## src/rtl/viterbi_pkg.sv

```systemverilog
// Shared constants for the Viterbi decoder control slice.
//   - Controller state encoding (3 bits, legacy-compatible values)
//   - Default maximum frame length
// Optional feature macro used by the slice: VITERBI_ABORT_EN
package viterbi_pkg;

    localparam int MAX_SEQ_DEF = 64;

    localparam logic [2:0] ST_IDLE      = 3'd0;
    localparam logic [2:0] ST_BRANCH    = 3'd1;
    localparam logic [2:0] ST_PATH      = 3'd2;
    localparam logic [2:0] ST_MEM_WRITE = 3'd3;
    localparam logic [2:0] ST_MEM_READ  = 3'd4;
    localparam logic [2:0] ST_TRACE     = 3'd5;
    localparam logic [2:0] ST_WAIT_SYM  = 3'd6;
    localparam logic [2:0] ST_DONE      = 3'd7;

endpackage

```

## src/rtl/viterbi_addr_cnt.sv

```systemverilog
// Survivor-memory address counters for the Viterbi controller.
//   sym_cnt : up-counter for symbol writes, saturates at len_q
//   rd_cnt  : down-counter for traceback reads, saturates at 0
// Ports:
//   CLK, RST              clock, asynchronous active-low reset
//   clr                   clear both counters
//   sym_inc               advance sym_cnt (ignored at terminal count)
//   rd_load / rd_dec      load rd_cnt from len_q / step it down
//   len_q                 latched frame length minus one
//   sym_cnt, rd_cnt       counter values
//   sym_last, rd_zero     terminal-count flags
module viterbi_addr_cnt #(
    parameter int CNT_W = 6
) (
    input  logic             CLK,
    input  logic             RST,
    input  logic             clr,
    input  logic             sym_inc,
    input  logic             rd_load,
    input  logic             rd_dec,
    input  logic [CNT_W-1:0] len_q,
    output logic [CNT_W-1:0] sym_cnt,
    output logic [CNT_W-1:0] rd_cnt,
    output logic             sym_last,
    output logic             rd_zero
);

    assign sym_last = (sym_cnt == len_q);
    assign rd_zero  = (rd_cnt == '0);

    // Increment is gated by the terminal flag so the counter can never wrap,
    // even when len_q is the all-ones maximum.
    always_ff @(posedge CLK or negedge RST) begin
        if (!RST) begin
            sym_cnt <= '0;
        end else if (clr) begin
            sym_cnt <= '0;
        end else if (sym_inc && !sym_last) begin
            sym_cnt <= sym_cnt + 1'b1;
        end
    end

    always_ff @(posedge CLK or negedge RST) begin
        if (!RST) begin
            rd_cnt <= '0;
        end else if (clr) begin
            rd_cnt <= '0;
        end else if (rd_load) begin
            rd_cnt <= len_q;
        end else if (rd_dec && !rd_zero) begin
            rd_cnt <= rd_cnt - 1'b1;
        end
    end

endmodule

```

## src/rtl/viterbi_ctrl.sv

```systemverilog
// Control FSM for the Viterbi decoder datapath.
// Accepts a frame of symbols, sequences branch / path / survivor-write per
// symbol, then runs traceback (read, trace, read, ... , read) from the last
// address down to 0 and pulses frame_done.
// Ports:
//   CLK, RST            clock, asynchronous active-low reset
//   Data_Valid          symbol offered by the upper layer
//   frame_len_m1        frame length minus one, sampled on the first symbol
//   abort               (VITERBI_ABORT_EN only) return to IDLE from any state
//   Data_Ready          controller can take a symbol
//   branch_enable, path_enable, memory_enable, memory_read_enable,
//   trace_enable        datapath phase strobes (at most one high)
//   mem_addr            survivor-memory write/read address, 0 otherwise
//   busy                controller is not idle
//   frame_done          one-cycle pulse at end of traceback
// Optional feature macro: VITERBI_ABORT_EN
//
// Handshake: a symbol transfers on a rising edge where Data_Valid and
// Data_Ready are both high; Data_Ready does not depend on Data_Valid, and
// Data_Valid is ignored whenever Data_Ready is low.
module viterbi_ctrl
    import viterbi_pkg::*;
#(
    parameter int MAX_SEQ = MAX_SEQ_DEF,
    parameter int CNT_W   = $clog2(MAX_SEQ)
) (
    input  logic             CLK,
    input  logic             RST,
    input  logic             Data_Valid,
    input  logic [CNT_W-1:0] frame_len_m1,
`ifdef VITERBI_ABORT_EN
    input  logic             abort,
`endif
    output logic             Data_Ready,
    output logic             branch_enable,
    output logic             path_enable,
    output logic             memory_enable,
    output logic             memory_read_enable,
    output logic             trace_enable,
    output logic [CNT_W-1:0] mem_addr,
    output logic             busy,
    output logic             frame_done
);

    logic [2:0]       state_q, state_d;
    logic [CNT_W-1:0] len_q;
    logic [CNT_W-1:0] sym_cnt, rd_cnt;
    logic             sym_last, rd_zero;
    logic             abort_req;
    logic             frame_start;
    logic             cnt_clr, sym_inc, rd_load, rd_dec;

`ifdef VITERBI_ABORT_EN
    assign abort_req = abort && (state_q != ST_IDLE);
`else
    assign abort_req = 1'b0;
`endif

    assign frame_start = (state_q == ST_IDLE) && Data_Valid;

    // An abort suppresses every counter update except the clear.
    assign cnt_clr = frame_start || abort_req;
    assign sym_inc = (state_q == ST_MEM_WRITE) && !sym_last && !abort_req;
    assign rd_load = (state_q == ST_MEM_WRITE) && sym_last && !abort_req;
    assign rd_dec  = (state_q == ST_TRACE) && !abort_req;

    viterbi_addr_cnt #(
        .CNT_W (CNT_W)
    ) u_addr_cnt (
        .CLK      (CLK),
        .RST      (RST),
        .clr      (cnt_clr),
        .sym_inc  (sym_inc),
        .rd_load  (rd_load),
        .rd_dec   (rd_dec),
        .len_q    (len_q),
        .sym_cnt  (sym_cnt),
        .rd_cnt   (rd_cnt),
        .sym_last (sym_last),
        .rd_zero  (rd_zero)
    );

    always_comb begin
        state_d = state_q;
        case (state_q)
            ST_IDLE:      if (Data_Valid) state_d = ST_BRANCH;
            ST_BRANCH:    state_d = ST_PATH;
            ST_PATH:      state_d = ST_MEM_WRITE;
            ST_MEM_WRITE: state_d = sym_last ? ST_MEM_READ : ST_WAIT_SYM;
            ST_WAIT_SYM:  if (Data_Valid) state_d = ST_BRANCH;
            ST_MEM_READ:  state_d = rd_zero ? ST_DONE : ST_TRACE;
            ST_TRACE:     state_d = ST_MEM_READ;
            ST_DONE:      state_d = ST_IDLE;
            default:      state_d = ST_IDLE;
        endcase
        if (abort_req) state_d = ST_IDLE;
    end

    always_ff @(posedge CLK or negedge RST) begin
        if (!RST) begin
            state_q <= ST_IDLE;
        end else begin
            state_q <= state_d;
        end
    end

    // Frame length is only captured on the first symbol; later symbols of
    // the same frame cannot change it.
    always_ff @(posedge CLK or negedge RST) begin
        if (!RST) begin
            len_q <= '0;
        end else if (abort_req) begin
            len_q <= '0;
        end else if (frame_start) begin
            len_q <= frame_len_m1;
        end
    end

    assign Data_Ready         = (state_q == ST_IDLE) || (state_q == ST_WAIT_SYM);
    assign branch_enable      = (state_q == ST_BRANCH);
    assign path_enable        = (state_q == ST_PATH);
    assign memory_enable      = (state_q == ST_MEM_WRITE);
    assign memory_read_enable = (state_q == ST_MEM_READ);
    assign trace_enable       = (state_q == ST_TRACE);
    assign frame_done         = (state_q == ST_DONE);
    assign busy               = (state_q != ST_IDLE);

    always_comb begin
        mem_addr = '0;
        case (state_q)
            ST_MEM_WRITE: mem_addr = sym_cnt;
            ST_MEM_READ:  mem_addr = rd_cnt;
            default:      mem_addr = '0;
        endcase
    end

endmodule

```

## config.mk

```make
export PLATFORM = sky130hd
export DESIGN_NAME = viterbi_ctrl
export DESIGN_NICKNAME = d
export VERILOG_FILES = /design/src/rtl/viterbi_pkg.sv /design/src/rtl/viterbi_addr_cnt.sv /design/src/rtl/viterbi_ctrl.sv
export SDC_FILE = /design/constraint.sdc
export NUM_CORES = 1
export LEC_CHECK = 0
export CAP_MARGIN = 25
export CORE_ASPECT_RATIO = 2
export CORE_MARGIN = 2
export CORE_UTILIZATION = 50
export CTS_BUF_LIST = sky130_fd_sc_hd__clkbuf_4 sky130_fd_sc_hd__clkbuf_8
export CTS_CLUSTER_DIAMETER = 120
export DETAILED_ROUTE_END_ITERATION = 10
export PLACE_DENSITY = 0.76
export REMOVE_ABC_BUFFERS = 1
export SLEW_MARGIN = 20
export SYNTH_ARGS = -nofsm -noshare
export SYNTH_HDL_FRONTEND = slang
export SYNTH_SLANG_ARGS = --single-unit
```

## constraint.sdc

```tcl
create_clock -name CLK -period 1.65 [get_ports CLK]
set_input_delay 0.33 -clock CLK [delete_from_list [all_inputs] [get_ports CLK]]
set_output_delay 0.33 -clock CLK [all_outputs]
set_load 0.05 [all_outputs]
```

### Word level (Yosys, flattened, before mapping)

Cells that the tools add are included.

| word-level totals | value |
|---|---|
| register bits | 21 |
| bits of input ports | 9 |
| output and inout bits | 14 |
| logic and storage cells | 39 |

| operators by class | value |
|---|---|
| $add $sub $neg | 2 |
| equal/unequal tests | 9 |
| multiplexer cells | 10 |
| reduce and logical (&&, ||, !) cells | 14 |

Operator list:

| kind | count |
|---|---|
| 6-bit 2-to-1 mux | 5 |
| 3-bit case mux with 7 select lines | 1 |
| 3-bit == test (second input constant) | 4 |
| 6-bit case mux with 2 select lines | 1 |
| 6-bit by 1-bit adder with 6-bit output (second input constant) | 1 |
| 3-bit by 2-bit == test with 1-bit output (second input constant) | 2 |
| 6-bit == test | 1 |
| 6-bit zero test | 1 |
| 3-bit nonzero test | 2 |
| 6-bit by 1-bit subtractor with 6-bit output (second input constant) | 1 |
| 1-bit logical AND | 5 |
| 2-bit 2-to-1 mux | 2 |
| 3-bit by 1-bit == test with 1-bit output (second input constant) | 1 |
| 3-bit zero test | 1 |
| 3-bit 2-to-1 mux | 1 |
| 1-bit zero test | 2 |
| 2-bit by 1-bit inequality test with 1-bit output (second input constant) | 1 |
| 2-bit nonzero test | 1 |
| 2-bit OR reduction | 1 |
| 1-bit logical OR | 1 |

### Longest topological paths before layout

| logic depth | value |
|---|---|
| depth after elaboration | 6 |
| depth in mapped cells | 6 |
| mapped depth without buffers | 6 |

### Hierarchy

Synthesis repeated with hierarchy kept, for this count alone.

| unflattened totals | value |
|---|---|
| cell total of the unflattened synthesis | 132 |
| area total of the unflattened synthesis | 1303.8 um^2 |

By module, submodules not included:

| module | instances | cells each | area an instance (um^2) | seq. area each (um^2) |
|---|---|---|---|---|
| viterbi_addr_cnt | 1 | 86 | 764.5 | 300.3 |
| viterbi_ctrl | 1 | 46 | 539.3 | 225.2 |

### Worst setup path before layout

Ideal clock, no wire load.

| timing path | value |
|---|---|
| path kind | reg-to-output |
| start | register state_q[0] |
| end | output port mem_addr[0] |
| arrival time | 2.017 ns |
| required time | 1.320 ns |
| setup slack | -0.697 ns |
| stages on the path, launching flop included | 4 |
| buffers on the path | 1 |
| cell sequence | dfrtp_1 -> buf_2 -> nor3b_2 -> a22o_1 |

| between the ends | value |
|---|---|
| word-level cells in the longest chain between the ends | 2 |
| elaborated cells on any way between the ends | 3 |
| classes of those cells | 2 x eq/ne; 1 x mux |

Ends and longest elaborated chain:

| element | RTL line | source |
|---|---|---|
| from (decl) | viterbi_ctrl.sv:45 | `logic [2:0] state_q, state_d;` |
| from (signal assigned) | viterbi_ctrl.sv:103 | `state_q <= state_d;` |
| 3-bit == test | n/a |  |
| named net memory_read_enable | viterbi_ctrl.sv:38 | `output logic memory_read_enable,` |
| 6-bit case mux with 2 select lines | viterbi_ctrl.sv:130 | `case (state_q)` |
| to (decl) | viterbi_ctrl.sv:40 | `output logic [CNT_W-1:0] mem_addr,` |

The timed path passes the listed nets, and every way through them passes these cells.

### Final worst setup path

| timing path | value |
|---|---|
| start | register state_q[1] |
| end | output port mem_addr[3] |

| between the ends | value |
|---|---|
| word-level cells in the longest chain between the ends | 2 |
| elaborated cells on any way between the ends | 3 |
| classes of those cells | 2 x eq/ne; 1 x mux |

Ends and longest elaborated chain:

| element | RTL line |
|---|---|
| 3-bit == test / 3-bit by 2-bit == test with 1-bit output (equally long branches) | viterbi_ctrl.sv:130 |
| 6-bit case mux with 2 select lines (*) | viterbi_ctrl.sv:130 |

Mark *: on every way between the ends. The rest lies on a longest branch, timed or not.

==> impl_metrics.csv <==
group,metric,value,unit
routing,wirelength,4590,um
power,switchingPower,0.00223,W
grt,grt_max_degree,22,
grt,grt_pass1_wl,6060,um
critical_path,cp.arrival,1.56,ns
die,core,2570,um2
die,start_util,52.8,%
critical_path,reg2reg_slack,-0.06,ns
yosys,yosysSeqAreaShare,38.7,%
sta,setup_viol,21,
critical_path,worstPathMaxFanout,7,
yosys,ys.flop_type,"dfrtp_1",
power,pwr-share-clk,7.2,%
grt,grt_pass1_vias,1290,
routing,avgRoutedWirePerCell,19.8,um
critical_path,start_kind,"flop",
placement,placed_cell_area,1830,um2
critical_path,path_buf_inv,2,
clock_tree,clk_pin_slew,0.08,ns
placement,place_ws,0.00955,ns
yosys,synth_top_area_share,38.7,%
grt,track_usage,27.7,%
routing,postRouteAntennaNets,0,
power,pwr-share-comb,70.5,%
sta,fin_crit,1.89,ns
final_layout,multi_input_comb_area,897,um2
yosys,ys_top_cells_by_count,"nand2_1 (31), dfrtp_1 (21), nor3_1 (8)",
critical_path,r2r-start,"state_q[1]",
power,p_per_area,2190,nW/um2
critical_path,cpLargestDelayFamily,"flip-flops",
sta,rsz0062_at_grt,"yes",
status,status,"complete, but fails checks",
critical_path,r2r-end,"u_addr_cnt.rd_cnt[1]",
yosys,avgSynthCellArea,9.24,um2
status,failed_checks,"negative setup slack",
power,irDropWorstVdd,1180,uV
final_layout,drive_above_1_share,42.9,%
critical_path,ff2ff_path_depth,6,
yosys,ys_types,41,
critical_path,critPathCaptureType,"primary output",
power,seqPwrFrac,22.3,%
critical_path,worst-setup-path-type,"reg2out",
routing,viasPerCell,6.10,
clock_tree,cts_tree,"done",
critical_path,path_cells,"nor3b_4 -> buf_6 -> a22o_1 -> buf_12",
sta,fin_ws,-0.241,ns
routing,drt_iter0_drc,57,
final_layout,num-fill-cells,120,
clock_tree,root_buffer,"clkbuf_8",
die,die_w,40.8,um
yosys,yosys.cell_count.top_type,"nand2_1",
final_layout,nNetsFinal,215,
power,internal_power,0.00252,W
power,swShare,46.9,%
worst_hold_path,hp-class,"in2async",
critical_path,crit_path_top_delay_cell,"dfrtp_2",
critical_path,slowest_delay,0.47,ns
clock_tree,cts_made_buffers,3,
clock_tree,htreeDepth,1,
yosys,synth_area,1360,um2
sta,fmax,529,MHz
final_layout,utilization,84.5,%
placement,gp_congestion,1.00,
sta,period_share,115,%
sta,skew,0.00552,ns
final_layout,final_area,2170,um2
yosys,yosys-top-cells-area,"dfrtp_1 (39%), nand2_1 (8.6%), mux2i_1 (5.2%)",
yosys,synth_edf_count,0,
yosys,synth_warnings,0,
final_layout,register_area,529,um2
die,rows,26,
die,num_io_pins,23,
yosys,yosys.area.top_type,"dfrtp_1",
routing,num_vias,1408,
grt,grt-ovfl-total,0,
sta,totalNegativeSetupSlack,-2.35,ns
yosys,ys_ff_latch,21,
clock_tree,cts-root-to-sink-buffers,2,
flow_run,max_cap_violations,0,
sta,final-hold-violation-count,0,
die,die_y,77.7,um
yosys,synthArstFlopShare,100,%
placement,dpl.hpwl,2680,um
power,p_leak,1.01,nW
yosys,synth_cells,147,
routing,firstDrtPassIters,4,
final_layout,synthToLayoutAreaGrowth,60.0,%
power,total_power,0.00476,W
die,dieArea,3170,um2
critical_path,cp.required,1.32,ns
grt,antenna_found_initial,0,
placement,io_buffers,22,
routing,drc,0,
sta,finalMaxSlewViolations,0,
clock_tree,cts_sinks,21,
sta,slew_headroom,72.6,%
final_layout,antenna_cells,0,
clock_tree,worstSkewPairLatency,0.27,ns
sta,worst_slew_pin_slew,0.408,ns
## worst max-delay path by stage
| stage | start | cells past startpoint | slack, ns | to |
|---|---|---|---|---|
| global route | state_q[1] | 4 | -0.25 | mem_addr[3] |
| detailed placement | state_q[1] | 4 | 0.01 | u_addr_cnt.rd_cnt[2] |
| CTS | state_q[2] | 4 | -0.11 | mem_addr[4] |
| floorplan | state_q[0] | 2 | -0.64 | mem_addr[0] |
| finish | state_q[1] | 4 | -0.24 | mem_addr[3] |
| global placement | Data_Valid | 5 | 0.01 | u_addr_cnt.rd_cnt[1] |
## metal layers
layer / vias to the layer above / GRT usage (%) / part of all wire (%)
li1: 633 / - / -
met1: 673 / 27.3 / 34
met2: 82 / 46.1 / 55
met3: 20 / 6.86 / 5.6
met4: 0 / 17.3 / 5.0
met5: - / 0 / 0
## sequential cells by signal, indices dropped and copies added (netlist names)
register and count:
len_q 6, u_addr_cnt.sym_cnt 6, u_addr_cnt.rd_cnt 6, state_q 3
## layout by cell type, fill, tap and decap left out, types with 2 or more instances in the layout
cell type	instances
buf_4	31
nand2_1	30
dfrtp_1	18
buf_12	13
clkdlybuf4s50_1	8
mux2i_1	7
nor3_1	6
buf_6	6
nor2_1	5
a211oi_2	5
inv_1	4
xnor2_2	4
nor3b_4	3
xor2_1	3
a22o_1	3
xnor2_1	3
o211ai_1	3
o21ai_0	3
clkbuf_8	3
dfrtp_2	3
or3_1	2
a22o_4	2
nand4b_1	2
or2_4	2
nand4_1	2
o21ai_1	2
nand2b_1	2
nand3_1	2
a21oi_1	2
nor2b_1	2
nor3_2	2
ha_1	2
## metrics by stage
stage / cells / hold slack, ns
final: 231 / 0.405
after floorplan: 141 / 0.0344
after detailed placement: 208 / 0.527
after global routing: 231 / 0.447
after global placement: 208 / 0.524
after CTS: 220 / 0.415
## cell type report
cell class / instances / area share (%)
repair buffers: 58 / 29.5
multi-input cells: 115 / 41.3
well taps: 28 / 1.61
flip-flops and latches: 21 / 24.4
clock inverters: 1 / 0.230
clock buffers: 3 / 1.90
inverters: 5 / 1.09
## timing repair
action                                  CTS  global route
pin swaps                                 6             5
resized for setup                        13            26
endpoints found under the hold margin     0             0
endpoints found under the setup margin   15            20
hold buffers                              0             0
buffers inserted                          8            11
## cell families (layout without fill, tap and decap cells)
group	Yosys count	after routing	share of synthesized area, %
adder cells (fa/ha/maj)	2	2	1.84
AO/OA/AOI/OAI	26	26	14.4
multiplexers	8	8	5.99
buffers and inverters	11	67	4.05
AND/OR/NAND/NOR	69	69	27.5
flip-flops	21	21	38.7
XOR/XNOR	10	10	7.56
## worst register-to-register path: cells and delay by family (launching register included)
family / cells / cell delay, ns
DFF: 1 / 0.47
AOI/OAI and AO/OA: 2 / 0.33
muxes: 1 / 0.32
buffers and inverters: 2 / 0.26
and+or+nand+nor: 1 / 0.26
## power groups by stage
stage / combinational [W] / clock, W / sequential [W]
after floorplan: 0.00144 / 0 / 0.00102
after global placement: 0.00249 / 0 / 0.00103
final: 0.00335 / 0.000343 / 0.00106
after global routing: 0.00353 / 0.000370 / 0.00107
after detailed placement: 0.00255 / 0 / 0.00103
after CTS: 0.00280 / 0.000343 / 0.00101
Note: power is estimated with default switching activity, not from simulation.
